[config.mk]
export PLATFORM = sky130hd
export DESIGN_NAME = mult_arbiter
export DESIGN_NICKNAME = d
export VERILOG_FILES = /design/src/rtl/mult_arbiter.sv
export SDC_FILE = /design/constraint.sdc
export NUM_CORES = 1
export LEC_CHECK = 0
export ABC_CLOCK_PERIOD_IN_PS = 4500
export CAP_MARGIN = 25
export CORE_MARGIN = 2
export CORE_UTILIZATION = 30
export CTS_BUF_LIST = sky130_fd_sc_hd__clkbuf_4 sky130_fd_sc_hd__clkbuf_8 sky130_fd_sc_hd__clkbuf_16
export DETAILED_ROUTE_END_ITERATION = 8
export SYNTH_ARGS = -nofsm -noshare
export SYNTH_HDL_FRONTEND = slang
export SYNTH_SLANG_ARGS = --single-unit
[constraint.sdc]
create_clock -name clk -period 4.5 [get_ports clk]
set_input_delay 0.45 -clock clk [delete_from_list [all_inputs] [get_ports clk]]
set_output_delay 0.45 -clock clk [all_outputs]
set_load 0.005 [all_outputs]
[src/rtl/mult_arbiter.sv]
// mult_arbiter: round-robin arbiter sharing one combinational multiplier
// among num_req requesters. Each operation walks IDLE -> CALC -> RESP,
// with operand registers feeding the multiplier and a result register
// holding the product until the owning requester accepts it.

module multiplier #(
  parameter int bit_width = 8
) (
  input  logic [bit_width-1:0] a,
  input  logic [bit_width-1:0] b,
  output logic [bit_width-1:0] product
);

  // Product truncated to the operand width (mod 2^bit_width).
  assign product = a * b;

endmodule

module mult_arbiter #(
  parameter int bit_width = 8,
  parameter int num_req   = 4
) (
  input  logic                          clk,
  input  logic                          rst,
  input  logic [num_req-1:0]            req_valid,
  input  logic [num_req*bit_width-1:0]  req_a,
  input  logic [num_req*bit_width-1:0]  req_b,
  output logic [num_req-1:0]            req_ready,
  output logic [num_req-1:0]            resp_valid,
  input  logic [num_req-1:0]            resp_ready,
  output logic [bit_width-1:0]          resp_result,
  output logic                          busy
);

  localparam int ptr_w = $clog2(num_req);

  localparam logic [1:0] IDLE = 2'd0;
  localparam logic [1:0] CALC = 2'd1;
  localparam logic [1:0] RESP = 2'd2;

  logic [1:0]           state;
  logic [ptr_w-1:0]     ptr;
  logic [ptr_w-1:0]     owner;
  logic [bit_width-1:0] a_p0;
  logic [bit_width-1:0] b_p0;
  logic [bit_width-1:0] result_p1;
  logic [num_req-1:0]   vld_p1;

  logic [bit_width-1:0] a_arr [num_req];
  logic [bit_width-1:0] b_arr [num_req];
  logic [bit_width-1:0] mult_out;
  logic [ptr_w-1:0]     grant_id;
  logic                 grant_hit;

  // Index base+off wrapped into 0..num_req-1; both inputs are below num_req.
  function automatic logic [ptr_w-1:0] wrap(input logic [ptr_w-1:0] base,
                                            input int off);
    logic [ptr_w:0] s;
    s = {1'b0, base} + (ptr_w+1)'(off);
    if (s >= (ptr_w+1)'(num_req))
      s = s - (ptr_w+1)'(num_req);
    return s[ptr_w-1:0];
  endfunction

  // Unpack the per-requester operand slices.
  always_comb begin
    for (int k = 0; k < num_req; k++) begin
      a_arr[k] = req_a[k*bit_width +: bit_width];
      b_arr[k] = req_b[k*bit_width +: bit_width];
    end
  end

  // Round-robin scan from ptr; descending loop so the closest requester wins.
  always_comb begin
    grant_id  = '0;
    grant_hit = 1'b0;
    req_ready = '0;
    for (int k = num_req - 1; k >= 0; k--) begin
      if (req_valid[wrap(ptr, k)]) begin
        grant_id  = wrap(ptr, k);
        grant_hit = 1'b1;
      end
    end
    if (state == IDLE && !rst && grant_hit)
      req_ready[grant_id] = 1'b1;
  end

  multiplier #(
    .bit_width (bit_width)
  ) u_multiplier (
    .a       (a_p0),
    .b       (b_p0),
    .product (mult_out)
  );

  // Sequencer: grant/latch in IDLE, capture product in CALC, hold in RESP.
  always_ff @(posedge clk) begin
    if (rst) begin
      state     <= IDLE;
      ptr       <= '0;
      owner     <= '0;
      a_p0      <= '0;
      b_p0      <= '0;
      result_p1 <= '0;
      vld_p1    <= '0;
    end else begin
      case (state)
        // p0 boundary: operands of the granted requester enter the datapath
        IDLE: begin
          if (grant_hit) begin
            a_p0  <= a_arr[grant_id];
            b_p0  <= b_arr[grant_id];
            owner <= grant_id;
            ptr   <= wrap(grant_id, 1);
            state <= CALC;
          end
        end
        // p1 boundary: multiplier output captured into the result register
        CALC: begin
          result_p1     <= mult_out;
          vld_p1[owner] <= 1'b1;
          state         <= RESP;
        end
        RESP: begin
          if (resp_ready[owner]) begin
            vld_p1 <= '0;
            state  <= IDLE;
          end
        end
        default: state <= IDLE;
      endcase
    end
  end

  assign resp_valid  = vld_p1;
  assign resp_result = result_p1;
  assign busy        = (state != IDLE);

endmodule

Word-level counts from Yosys, hierarchy flattened
Cells that the tools add are included.
{"block": "classes", "n_mux": 39, "bitwise_logic": 2, "n_reduce_logical": 11, "n_lt_le_gt_ge": 14, "n_addsub": 9, "eq_ne": 4, "mul": 1}
{"op": "8-bit binary-select mux with 2-bit select", "n": 2}
{"op": "8-bit 2-to-1 mux", "n": 4}
{"op": "2-bit 2-to-1 mux", "n": 11}
{"op": "2-bit by 3-bit < comparator with 1-bit output (second input constant)", "n": 6}
{"op": "3-bit >= comparator (second input constant)", "n": 5}
{"op": "1-bit 2-to-1 mux", "n": 11}
{"op": "1-bit binary-select mux with 2-bit select", "n": 5}
{"op": "2-bit by 1-bit subtractor with 2-bit output (second input constant)", "n": 5}
{"op": "8-bit by 8-bit multiplier with 8-bit output", "n": 1}
{"op": "4-bit 2-to-1 mux", "n": 2}
{"op": "4-bit case mux with 2 select lines", "n": 1}
{"op": "2-bit by 1-bit adder with 3-bit output (second input constant)", "n": 2}
{"op": "2-bit by 2-bit adder with 3-bit output (second input constant)", "n": 2}
{"op": "2-bit case mux with 3 select lines", "n": 1}
{"op": "2-bit AND reduction", "n": 3}
{"op": "1-bit demux with 2-bit select", "n": 2}
{"op": "2-bit by 1-bit >= comparator with 1-bit output (second input constant)", "n": 2}
{"op": "1-bit logical AND", "n": 4}
{"op": "2-bit inequality test (second input constant)", "n": 2}
{"op": "4-bit bitwise OR", "n": 1}
{"op": "2-bit nonzero test", "n": 2}
{"op": "2-bit by 3-bit >= comparator with 1-bit output (second input constant)", "n": 1}
{"op": "2-bit inverter with 3-bit output", "n": 1}
{"op": "2-bit by 1-bit == test with 1-bit output (second input constant)", "n": 1}
{"op": "other kinds (3)", "n": 3}
{"block": "totals", "in_bits": 74, "regBits": 34, "out_inout_bits": 17}

Depth between registers and ports, before layout
Gate-level depths: netlist (run 1).
{"block": "logic_depth", "ltp_word": 14, "ltp_mapped": 15}

Cells and area by module
Synthesis (run 1) repeated with hierarchy kept, for this count alone.
{"block": "hier_totals", "hier_cells": 284, "area_unflattened_um2": 2650.0}
{"module": "mult_arbiter", "seq_area_each_um2": 680.7, "cells_per_inst": 182, "n_inst": 1, "area_per_inst_um2": 1764.2}
{"module": "multiplier", "seq_area_each_um2": 0.0, "cells_per_inst": 102, "n_inst": 1, "area_per_inst_um2": 885.8}

Worst setup path after synthesis (run 1)
Ideal clock, no wire load.
{"block": "synth_timing", "path_type": "reg-to-reg", "startpoint": "register a_p0[1]", "endpoint": "register result_p1[7], in the netlist resp_result[7]", "setup_time_ns": 0.114, "t_arrival_ns": 3.615, "slack_ns": 0.771, "stages_incl_launch_ff": 14, "cell_sequence": "dfxtp_1 > nand2_1 > fa_1 > fa_1 > inv_1 > fa_1 > inv_1 > fa_1 > xor2_1 > xnor3_1 > xnor3_1 > xnor3_1 > nand2_1 > a21oi_2"}
{"block": "synth_between", "elab_chain_len": 1}
{"element": "start: declaration", "line": "44", "rtl": "logic [bit_width-1:0] a_p0;"}
{"element": "start signal: assignment", "line": "111", "rtl": "a_p0 <= a_arr[grant_id];"}
{"element": "8-bit by 8-bit multiplier with 8-bit output", "line": "15", "rtl": "assign product = a * b;"}
{"element": "end signal: assignment", "line": "120", "rtl": "result_p1 <= mult_out;"}
{"element": "end: declaration", "line": "46", "rtl": "logic [bit_width-1:0] result_p1;"}
No other way between the ends.
A chain may end at the register's enable or synchronous reset.

Worst setup path in the final report (run 1)
Ends and elaborated chain as after synthesis.

==> results list, run 1 <==
- The analysis attributes to net switching a power of 371 uW.
* Final clock period utilization by the worst path: 0.887
- After synthesis, the share of flip-flops with an asynchronous set or reset is 0.
- Headroom to the max-slew limit: 0.480
* Slowest cell on the critical path: fa_1
* Worst Hold Path Cells: 2
* Top FF cell, synth: dfxtp_1
- Number of hold-repair buffers added at the cts stage: 0
* Clk Tree Root Cell: clkbuf_8
- Entering global routing, the biggest net connects 32 pins.
- Counting every sink on the clock net gives 34.
- Final Instance Area: 0.00380 mm2
- Clock insertion delay at the later pin of the skew report: 280 ps
* Cell area after synthesis: 0.00270 mm2
- Post-Synthesis Mean Instance Area: 9.11 um2
* Number of flops mapped to enable cells by yosys: 0
- Final Routed Wirelength: 7170 um
- Length of the first detailed-routing pass in iterations: 4
* Crit path cell chain: nand2_1 > fa_1 > fa_1 > inv_1 > fa_1 > inv_1 > fa_1 > xor2_1 > xnor3_1 > xnor3_1 > xnor3_1 > nand2_1 > a21oi_2
- The setup check on the worst reg-to-reg path leaves a slack of 510 ps.
- In the routed design, unresolved DRC markers number 0.
- Ranking of synthesized cells by area: dfxtp_1, mux2i_1, ha_1
- Synthesis produced a netlist with a net count of 402.
- Share of power burned in registers: 0.372
- Across the VDD grid, the largest voltage drop is 0.172 mV.
* Core area: 0.00872 mm2
- After the first detailed-routing iteration, the DRC count stood at 67.
* Number of global-route vias before repair: 2570
- Most used cells in the layout excluding fill and tap cells: clkdlybuf4s50_1, nand2_1, dfxtp_1
- The critical path contains buffers and inverters numbering 2 combined.
- The floorplan has 34 rows.
* Total Nets Final: 493
* Final weighted congestion of routability-driven global placement: 0.819
* Clk slew on worst S/H paths: 70 ps
* Power density over the cells: 284 mW/mm2
- For this run, the slowest stage of the critical path takes 540 ps.
- Clock tree from TritonCTS: yes
- The initial antenna violation count was 0.
- Synth unique cells: 41
- Remaining global-route overflow: 0
* Worst endpoint required time: 4660 ps
* Top-Level Pins: 91
- Area growth, synth to finish: 40.9%
- dfxtp_1 takes more of the synthesized area than any other cell.
* Number of buffers inserted during clock tree synthesis: 5
* Cell family with the largest share of critical-path delay: adder cells
* Die span in x: 98.8 um
- Clock skew on the completed layout was measured at 5.34 ps.
- Path category of the worst min-delay check: register to register
* Cell leakage power: 0.00168 uW
- Crit path DAT: 4160 ps
* Synthesis-stage register bit count: 34
- The count of nets left with antenna violations once routing finished came out at 0.
- Of the synthesized area, sequential elements account for 0.253.
- The number of antenna diodes in the final layout is 0.
* Setup-failing EPs final: 0
- The worst setup path is launched from a register.
- The die covers 0.00976 mm2.
- Area of placed instances: 0.00370 mm2
- Total Neg Setup Slack: 0 ps
- Detailed placement finished with a half-perimeter wire length of 5610 um.
* Unrepaired setup endpoints after global routing: false
* Highest attainable clock frequency: 0.250 GHz
- Number of levels in the clock H-tree: 2
* YS warnings: 0
- The share of total power dissipated in combinational logic is 0.401.
* Detail-routed via count per cell: 4.87
- Along the worst path, the maximum fanout reaches 8.
- The number of pins with negative max-slew slack in the final report was 0.
- Critical path endpoint category: register
- Mapped Cells: 296
- The share of total power dissipated in the clock network is 0.227.
- Summing over every cut layer, the via total after detailed routing is 2415.
- I/O Buffers: 90
- The number of setup buffers added after CTS is 0.
* Floorplan die height: 98.8 um
* Starting utilization of the core area: 0.309
- First-pass GRT wire length: 12300 um
- Of the post-synthesis cell area, the dominant cell type holds 0.253.
* CTS max path bufs: 2
* Clock period minus final worst setup slack: 3990 ps
- In the final layout, the share of cells above drive strength 1 is 0.0670.
* Most common cell after layout, fill and taps aside: clkdlybuf4s50_1
- Kind of critical path: register to register
* # fillers: 866
- For the pin with the worst max-slew slack, the measured transition is 780 ps.
* Max-cap check violation count: 0
- Reg2reg path depth: 13
- Net Sw Frac: 0.344
- The cell that appears most often on the critical path is fa_1.
- Crit. path cell count: 13
- Internal power comes to 707 uW.
- Number of instances resized during post-cts repair: 0
- Hold Violations, Final: 0
- Result of the run: finished, final reports clean
- After detailed routing, the average wire length per cell comes to 14.4 um.
* Tot GR Track Use: 0.156
## worst register-to-register path: stages (launching register included)
cell and delay, ps:
dfxtp_1 470, nand2_1 120, fa_1 450, fa_1 540, inv_1 50, fa_1 470
inv_1 50, fa_1 430, xor2_1 210, xnor3_1 340, xnor3_1 380, xnor3_1 210
nand2_1 90, a21oi_2 50
## through the flow
| stage | hold WS, ps | total power (uW) | setup slack [ps] | cells | utilization |
|---|---|---|---|---|---|
| 2_1_floorplan | 446 | 672 | 771 | 296 | - |
| 3_3_place_gp | 445 | 837 | 631 | 488 | 0.424 |
| 3_5_place_dp | 449 | 846 | 497 | 488 | 0.424 |
| 4_1_cts | 459 | 1090 | 482 | 496 | 0.435 |
| 5_1_grt | 481 | 1160 | 312 | 496 | 0.435 |
| 6_report | 457 | 1080 | 507 | 496 | 0.435 |
## power groups by stage
| stage | Combinational, uW | Sequential [uW] | Clock [uW] |
|---|---|---|---|
| global route | 485 | 410 | 265 |
| global placement | 432 | 405 | 0 |
| detailed placement | 439 | 408 | 0 |
| CTS | 441 | 401 | 250 |
| floorplan | 286 | 386 | 0 |
| finish | 432 | 401 | 245 |
## per-layer routing
metal	wire length, um	part of all wire	track usage
met1	3260	0.45	0.206
met2	3590	0.50	0.266
met3	287	0.040	0.0291
met4	31	0.0043	0.0337
met5	0	0	0
## flip-flops by register name, indices dropped and copies added (netlist names)
| name | flops |
|---|---|
| state | 2 |
| resp_valid | 4 |
| a_p0 | 8 |
| owner | 2 |
| b_p0 | 8 |
| ptr | 2 |
| resp_result | 8 |
## cells by family (layout without fill, tap and decap cells)
kind of cell	after synthesis	after routing	share of synthesized area
AND/OR/NAND/NOR	92	92	0.175
AO/OA/AOI/OAI	51	51	0.130
buffers and inverters	40	132	0.0687
multiplexers	34	34	0.131
flip-flops	34	34	0.253
adder cells (fa/ha/maj)	32	32	0.182
XOR/XNOR	13	13	0.0604
## area by class of cell
type	instances	area (um2)	share of cell area
Clock inverter	1	5.00	0.00132
Sequential cell	34	681	0.179
Clock buffer	7	90.1	0.0237
Inverter	30	113	0.0297
Timing Repair Buffer	94	931	0.245
Multi-Input combinational cell	222	1840	0.485
Tap cell	108	135	0.0356
## final timing paths
| kind | endpoint | start |
|---|---|---|
| max | resp_result[7]$_SDFFE_PP0P_ | a_p0[1]$_SDFFE_PP0P_ |
| min | resp_result[2]$_SDFFE_PP0P_ | resp_result[2]$_SDFFE_PP0P_ |
| max reg2reg | resp_result[7]$_SDFFE_PP0P_ | a_p0[1]$_SDFFE_PP0P_ |
| min reg2reg | resp_result[2]$_SDFFE_PP0P_ | resp_result[2]$_SDFFE_PP0P_ |
## Yosys cell counts (all sizes together) (3+ instances only)
cell and number:
nor2 13, inv 30, o221ai 8, clkbuf 5
mux2i 33, and2 20, o22ai 9, a2bb2oi 8
ha 20, xnor2 8, xnor3 3, o21a 3
a21oi 17, dfxtp 34, nand2 40, nand3b 8
buf 5, fa 12
No activity file was read; power rests on OpenSTA's default activity.
==> run 2: changes to the inputs <==
SLEW_MARGIN = 40   (was default)
==> results of run 2 <==
No change in the layout: final DEF, timing and power equal those of run 1.
==> run 3: changes to the inputs <==
ABC_CLOCK_PERIOD_IN_PS = default   (was 4500)
==> results of run 3 <==
No change in the layout: final DEF, timing and power equal those of run 1.
